`src/rtl/wb_cfg_arbiter.sv`:
```
// Two-master Wishbone arbiter in front of a single configuration slave.
// Grants alternate on ties, every grant is followed by at least one idle
// turnaround cycle, and a stalled slave is cut off after TIMEOUT cycles.
module wb_cfg_arbiter #(
    parameter int         DATA_WIDTH = 16,
    parameter int         ADDR_WIDTH = 15,
    parameter logic [7:0] TIMEOUT    = 8'd15
) (
    input  logic                    clk,
    input  logic                    resetn,
    input  logic [1:0]              m_cyc_i,
    input  logic [1:0]              m_stb_i,
    input  logic [1:0]              m_we_i,
    input  logic [2*ADDR_WIDTH-1:0] m_adr_i,
    input  logic [2*DATA_WIDTH-1:0] m_dat_i,
    input  logic [3:0]              m_sel_i,
    output logic [DATA_WIDTH-1:0]   m_dat_o,
    output logic [1:0]              m_ack_o,
    output logic [1:0]              m_err_o,
    output logic                    s_cyc_o,
    output logic                    s_stb_o,
    output logic                    s_we_o,
    output logic [ADDR_WIDTH-1:0]   s_adr_o,
    output logic [DATA_WIDTH-1:0]   s_dat_o,
    output logic [1:0]              s_sel_o,
    input  logic [DATA_WIDTH-1:0]   s_dat_i,
    input  logic                    s_ack_i,
    output logic [1:0]              grant_o
);

    typedef enum logic [1:0] {
        IDLE = 2'd0,
        GNT0 = 2'd1,
        GNT1 = 2'd2
    } state_t;

    // Counter value on the last cycle a grant may last without an ack.
    localparam logic [7:0] TO_LAST = TIMEOUT - 8'd1;

    state_t          state_reg, state_next;
    logic            last_served_reg, last_served_next;
    logic [7:0]      cnt_reg, cnt_next;
    logic [1:0]      req;
    logic            idx;
    logic            timeout_hit;

    logic [ADDR_WIDTH-1:0] adr_arr [2];
    logic [DATA_WIDTH-1:0] dat_arr [2];
    logic [1:0]            sel_arr [2];

    // Unpack the per-master buses so the grant mux can index them directly.
    genvar gi;
    generate
        for (gi = 0; gi < 2; gi++) begin : g_master
            assign req[gi]     = m_cyc_i[gi] & m_stb_i[gi];
            assign adr_arr[gi] = m_adr_i[gi*ADDR_WIDTH +: ADDR_WIDTH];
            assign dat_arr[gi] = m_dat_i[gi*DATA_WIDTH +: DATA_WIDTH];
            assign sel_arr[gi] = m_sel_i[2*gi +: 2];
        end
    endgenerate

    // State, fairness bit and stall counter; reset aborts any transfer.
    always_ff @(posedge clk) begin
        if (resetn) begin
            state_reg       <= IDLE;
            last_served_reg <= 1'b1;
            cnt_reg         <= 8'd0;
        end else begin
            state_reg       <= state_next;
            last_served_reg <= last_served_next;
            cnt_reg         <= cnt_next;
        end
    end

    // Arbitration, bus mux, ack/err routing and release conditions.
    always_comb begin
        state_next       = state_reg;
        last_served_next = last_served_reg;
        cnt_next         = cnt_reg;
        idx              = 1'b0;
        timeout_hit      = 1'b0;
        grant_o          = 2'b00;
        m_ack_o          = 2'b00;
        m_err_o          = 2'b00;
        m_dat_o          = s_dat_i;
        s_cyc_o          = 1'b0;
        s_stb_o          = 1'b0;
        s_we_o           = 1'b0;
        s_adr_o          = '0;
        s_dat_o          = '0;
        s_sel_o          = 2'b00;

        case (state_reg)
            IDLE: begin
                cnt_next = 8'd0;
                if (req == 2'b11) begin
                    // Tie: the master that was not served last goes first.
                    if (last_served_reg) begin
                        state_next       = GNT0;
                        last_served_next = 1'b0;
                    end else begin
                        state_next       = GNT1;
                        last_served_next = 1'b1;
                    end
                end else if (req[0]) begin
                    state_next       = GNT0;
                    last_served_next = 1'b0;
                end else if (req[1]) begin
                    state_next       = GNT1;
                    last_served_next = 1'b1;
                end
            end

            GNT0, GNT1: begin
                idx          = (state_reg == GNT1);
                grant_o[idx] = 1'b1;
                s_cyc_o      = m_cyc_i[idx];
                s_stb_o      = m_stb_i[idx];
                s_we_o       = m_we_i[idx];
                s_adr_o      = adr_arr[idx];
                s_dat_o      = dat_arr[idx];
                s_sel_o      = sel_arr[idx];
                m_ack_o[idx] = s_ack_i;
                // An ack in the final allowed cycle still completes normally.
                timeout_hit  = (cnt_reg == TO_LAST) & ~s_ack_i;
                // A master that already dropped cyc gets no error pulse.
                m_err_o[idx] = timeout_hit & m_cyc_i[idx];
                if (s_ack_i | ~m_cyc_i[idx] | timeout_hit) begin
                    state_next = IDLE;
                    cnt_next   = 8'd0;
                end else begin
                    cnt_next   = cnt_reg + 8'd1;
                end
            end

            default: begin
                state_next = IDLE;
                cnt_next   = 8'd0;
            end
        endcase
    end

endmodule

```
`config.mk`:
```
export PLATFORM = sky130hd
export DESIGN_NAME = wb_cfg_arbiter
export DESIGN_NICKNAME = d
export VERILOG_FILES = /design/src/rtl/wb_cfg_arbiter.sv
export SDC_FILE = /design/constraint.sdc
export NUM_CORES = 1
export LEC_CHECK = 0
export ABC_AREA = 1
export CORE_ASPECT_RATIO = 0.8
export CORE_MARGIN = 3
export CORE_UTILIZATION = 30
export CTS_BUF_LIST = sky130_fd_sc_hd__clkbuf_8
export DETAILED_ROUTE_END_ITERATION = 16
export HOLD_SLACK_MARGIN = 0.03
export PLACE_DENSITY = 0.84
export SYNTH_ARGS = -nofsm -noshare
export SYNTH_HDL_FRONTEND = slang
export SYNTH_SLANG_ARGS = --single-unit
```
`constraint.sdc`:
```
create_clock -name clk -period 4.2 [get_ports clk]
set_clock_uncertainty 0.05 [all_clocks]
set_input_delay 0.42 -clock clk [delete_from_list [all_inputs] [get_ports clk]]
set_output_delay 0.42 -clock clk [all_outputs]
set_load 0.01 [all_outputs]
```
==> flow_summary_export.csv <==
group,metric,value,unit
timing,max_freq,322,MHz
synthesis,synth_ff_type,"dfxtp_1",
global_routing,use_met2,27.1,%
drt,wl,4.22,mm
finish,fillers,377,
power,switching_power,0.170,mW
drt,route.vias.total,1669,
die,fp.dieH,64.5,um
timing,min_period,3.11,ns
synthesis,netlist.area_leader.share,24.9,%
power,power_frac_comb,57.2,%
drt,drcViolationCount,0,
clock_tree,cts_tree,"done",
timing,grt_setup_unrepaired,"no",
finish,syn_to_final_growth,86.8,%
synthesis,yosysUniqueCellTypes,22,
finish,multiInputGateArea,832,sq um
clock_tree,insertion_delay,0.24,ns
die,coreArea,3950,sq um
power,leakage,0.952,nW
timing,finalSetupTns,0,ns
worst_hold_path,holdCritPathClass,"flop to flop",
drt,vias_per_cell,4.52,
finish,fin_nets,411,
setup_path,cp.required,3.73,ns
synthesis,netlist_area,1280,sq um
global_routing,grt_overflow,0,
power,switching_share,33.9,%
synthesis,yosysWarnings,0,
clock_tree,clk_pin_slew,0.05,ns
power,ir_worst_vdd,0.161,mV
drt,routedWlPerCell,11.4,um
synthesis,synth_cells,219,
job,drv_cap,0,
die,core.rowCount,20,
setup_path,reg2reg_slack,2.13,ns
synthesis,seq_area_frac_synth,17.2,%
setup_path,path_class,"flop to output pin",
setup_path,critPathMaxFanout,39,
timing,slew_violations,0,
setup_path,path_delay_family,"buffers and inverters",
drt,postRouteAntennaNets,0,
timing,relSlewSlack,56.2,%
timing,hold_viol_final,0,
timing,max_slew.worst_pin.slew,0.656,ns
finish,largest_reg_flops,8,
clock_tree,clock_path_buffers,2,
power,p_seq_share,21.9,%
finish,seqCellArea,220,sq um
placed_design,io_buffers,116,
global_routing,met3_usage,5.28,%
global_routing,grt_pass1_vias,1488,
clock_tree,cts_setup_buffers,0,
clock_tree,holdBufCountCts,0,
synthesis,yosysMostFrequentCell,"nand2_1",
placed_design,gp_congestion,0.745,
synthesis,syn_area_per_cell,5.86,sq um
setup_path,cp_slowest_cell,"clkdlybuf4s50_1",
clock_tree,cts_made_buffers,3,
die,initial_core_util,32.4,%
synthesis,ys_ff_latch,11,
timing,period_share,74.0,%
clock_tree,root_buffer,"clkbuf_8",
setup_path,cp_slowest_stage_delay,0.57,ns
die,fp.dieW,79.1,um
placed_design,dp_hpwl,3.42,mm
setup_path,cp_cell_sequence,"inv_1 -> ha_1 -> buf_4 -> inv_1 -> buf_4 -> nand2_1 -> a21oi_1 -> clkdlybuf4s50_1",
clock_tree,cts_resized,0,
drt,drt-initial-drc-count,62,
status,outcome,"completed",
clock_tree,h-tree-depth,1,
synthesis,syn_nets,315,
power,clockPowerShare,21.0,%
global_routing,antenna_found_initial,0,
timing,setup_violations,0,
global_routing,track_usage,15.6,%
power,powerDensity,210,nW/um^2
synthesis,yosysTopAreaCell,"nand2_1",
synthesis,synthTopCellsByCount,"85 x nand2_1, 39 x a21oi_1, 16 x buf_4, 14 x nor2_1, 11 x dfxtp_1",
die,die-area,5100,sq um
setup_path,start_kind,"flop",
drt,first_pass_iters,4,
finish,drive_gt1_share,6.05,%
setup_path,crit_arrival,2.64,ns
global_routing,grt_max_degree,40,
global_routing,use_met1,18.4,%
power,power,0.503,mW
finish,antenna_cells,0,
synthesis,async_flop_share,0,%
clock_tree,cts.sinks,11,
setup_path,worst-path-buf-inv,5,
global_routing,grt_pass1_wl,6.66,mm
synthesis,synthTopCellsByArea,"nand2_1 25%, dfxtp_1 17%, a21oi_1 15%, buf_4 9.4%, ha_1 4.9%",
die,io_pins,149,
synthesis,synth_edf_count,0,
global_routing,top_usage_layer,"met2",
power,p_int,0.332,mW
setup_path,worstSetupEndpointType,"output pin",
-- final timing paths --
kind                                                   start                      endpoint  cells after the start
worst max-delay path               state_reg[0]$_SDFFE_PP0P_                    s_dat_o[5]                      8
worst min-delay path            last_served_reg$_SDFFE_PP1P_  last_served_reg$_SDFFE_PP1P_                      2
worst max register to register     state_reg[0]$_SDFFE_PP0P_     state_reg[0]$_SDFFE_PP0P_                     11
worst min register to register  last_served_reg$_SDFFE_PP1P_  last_served_reg$_SDFFE_PP1P_                      2
-- per-stage QoR --
stage	setup WS [ns]	util, %	area, sq um	hold WS [ns]	std cells
final	1.09	60.6	2400	0.405	369
after global routing	0.871	60.6	2400	0.426	369
after CTS	1.06	60.6	2400	0.412	369
after detailed placement	1.32	59.4	2350	0.399	365
after global placement	1.40	59.4	2350	0.398	365
after floorplan	2.37	-	1280	0.380	219
-- area by class of cell --
class,instances,area share (%)
Clock inverter,1,0.209
Multi-Input combinational cell,167,34.7
Clock buffer,3,1.72
Sequential cell,11,9.19
Timing Repair Buffer,118,49.1
Tap cell,55,2.87
Inverter,14,2.19
-- per-layer routing --
| metal | vias to the layer above | part of all wire, % |
|---|---|---|
| li1 | 868 | - |
| met1 | 712 | 40 |
| met4 | 0 | 1.4 |
| met3 | 9 | 11 |
| met2 | 80 | 48 |
| met5 | - | 0 |
-- cells in the final DEF (no fill, tap or decap) --
master,count
dfxtp_1,11
buf_4,2
nand2_4,2
nand2_1,85
clkinv_2,1
clkbuf_8,3
xnor2_1,1
nor2_8,1
nand3_1,6
ha_1,5
nor3_1,2
nand4_4,1
nand4_1,2
clkdlybuf4s50_1,116
a21oi_1,39
inv_1,10
nand3_4,1
nor2_2,1
inv_2,4
nor2_1,14
nand2_2,3
xor2_1,4
-- power groups by stage --
stage	clock, mW	sequential (mW)	combinational (mW)
floorplan	0	0.112	0.143
global placement	0	0.112	0.287
detailed placement	0	0.112	0.290
CTS	0.110	0.110	0.291
global route	0.115	0.110	0.315
finish	0.105	0.110	0.287
-- cells by family after synthesis --
kind of cell    after synthesis  share of synthesized area, %
buf+inv                      41                          18.0
fa+ha+maj                     5                          4.88
xor+xnor                      5                          3.41
simple gates                118                          41.4
flops                        11                          17.2
compound gates               39                          15.2
-- worst register-to-register path, cell delays in order, from the launching register on --
cell and delay, ns:
dfxtp_1 0.32, inv_1 0.08, ha_1 0.15, buf_4 0.37, inv_1 0.33, nand2_2 0.18
nand2_4 0.08, nor2_8 0.12, nand3_4 0.10, nand2_2 0.07, nand2_1 0.05, a21oi_1 0.12
(Power assumes the default switching activity.)
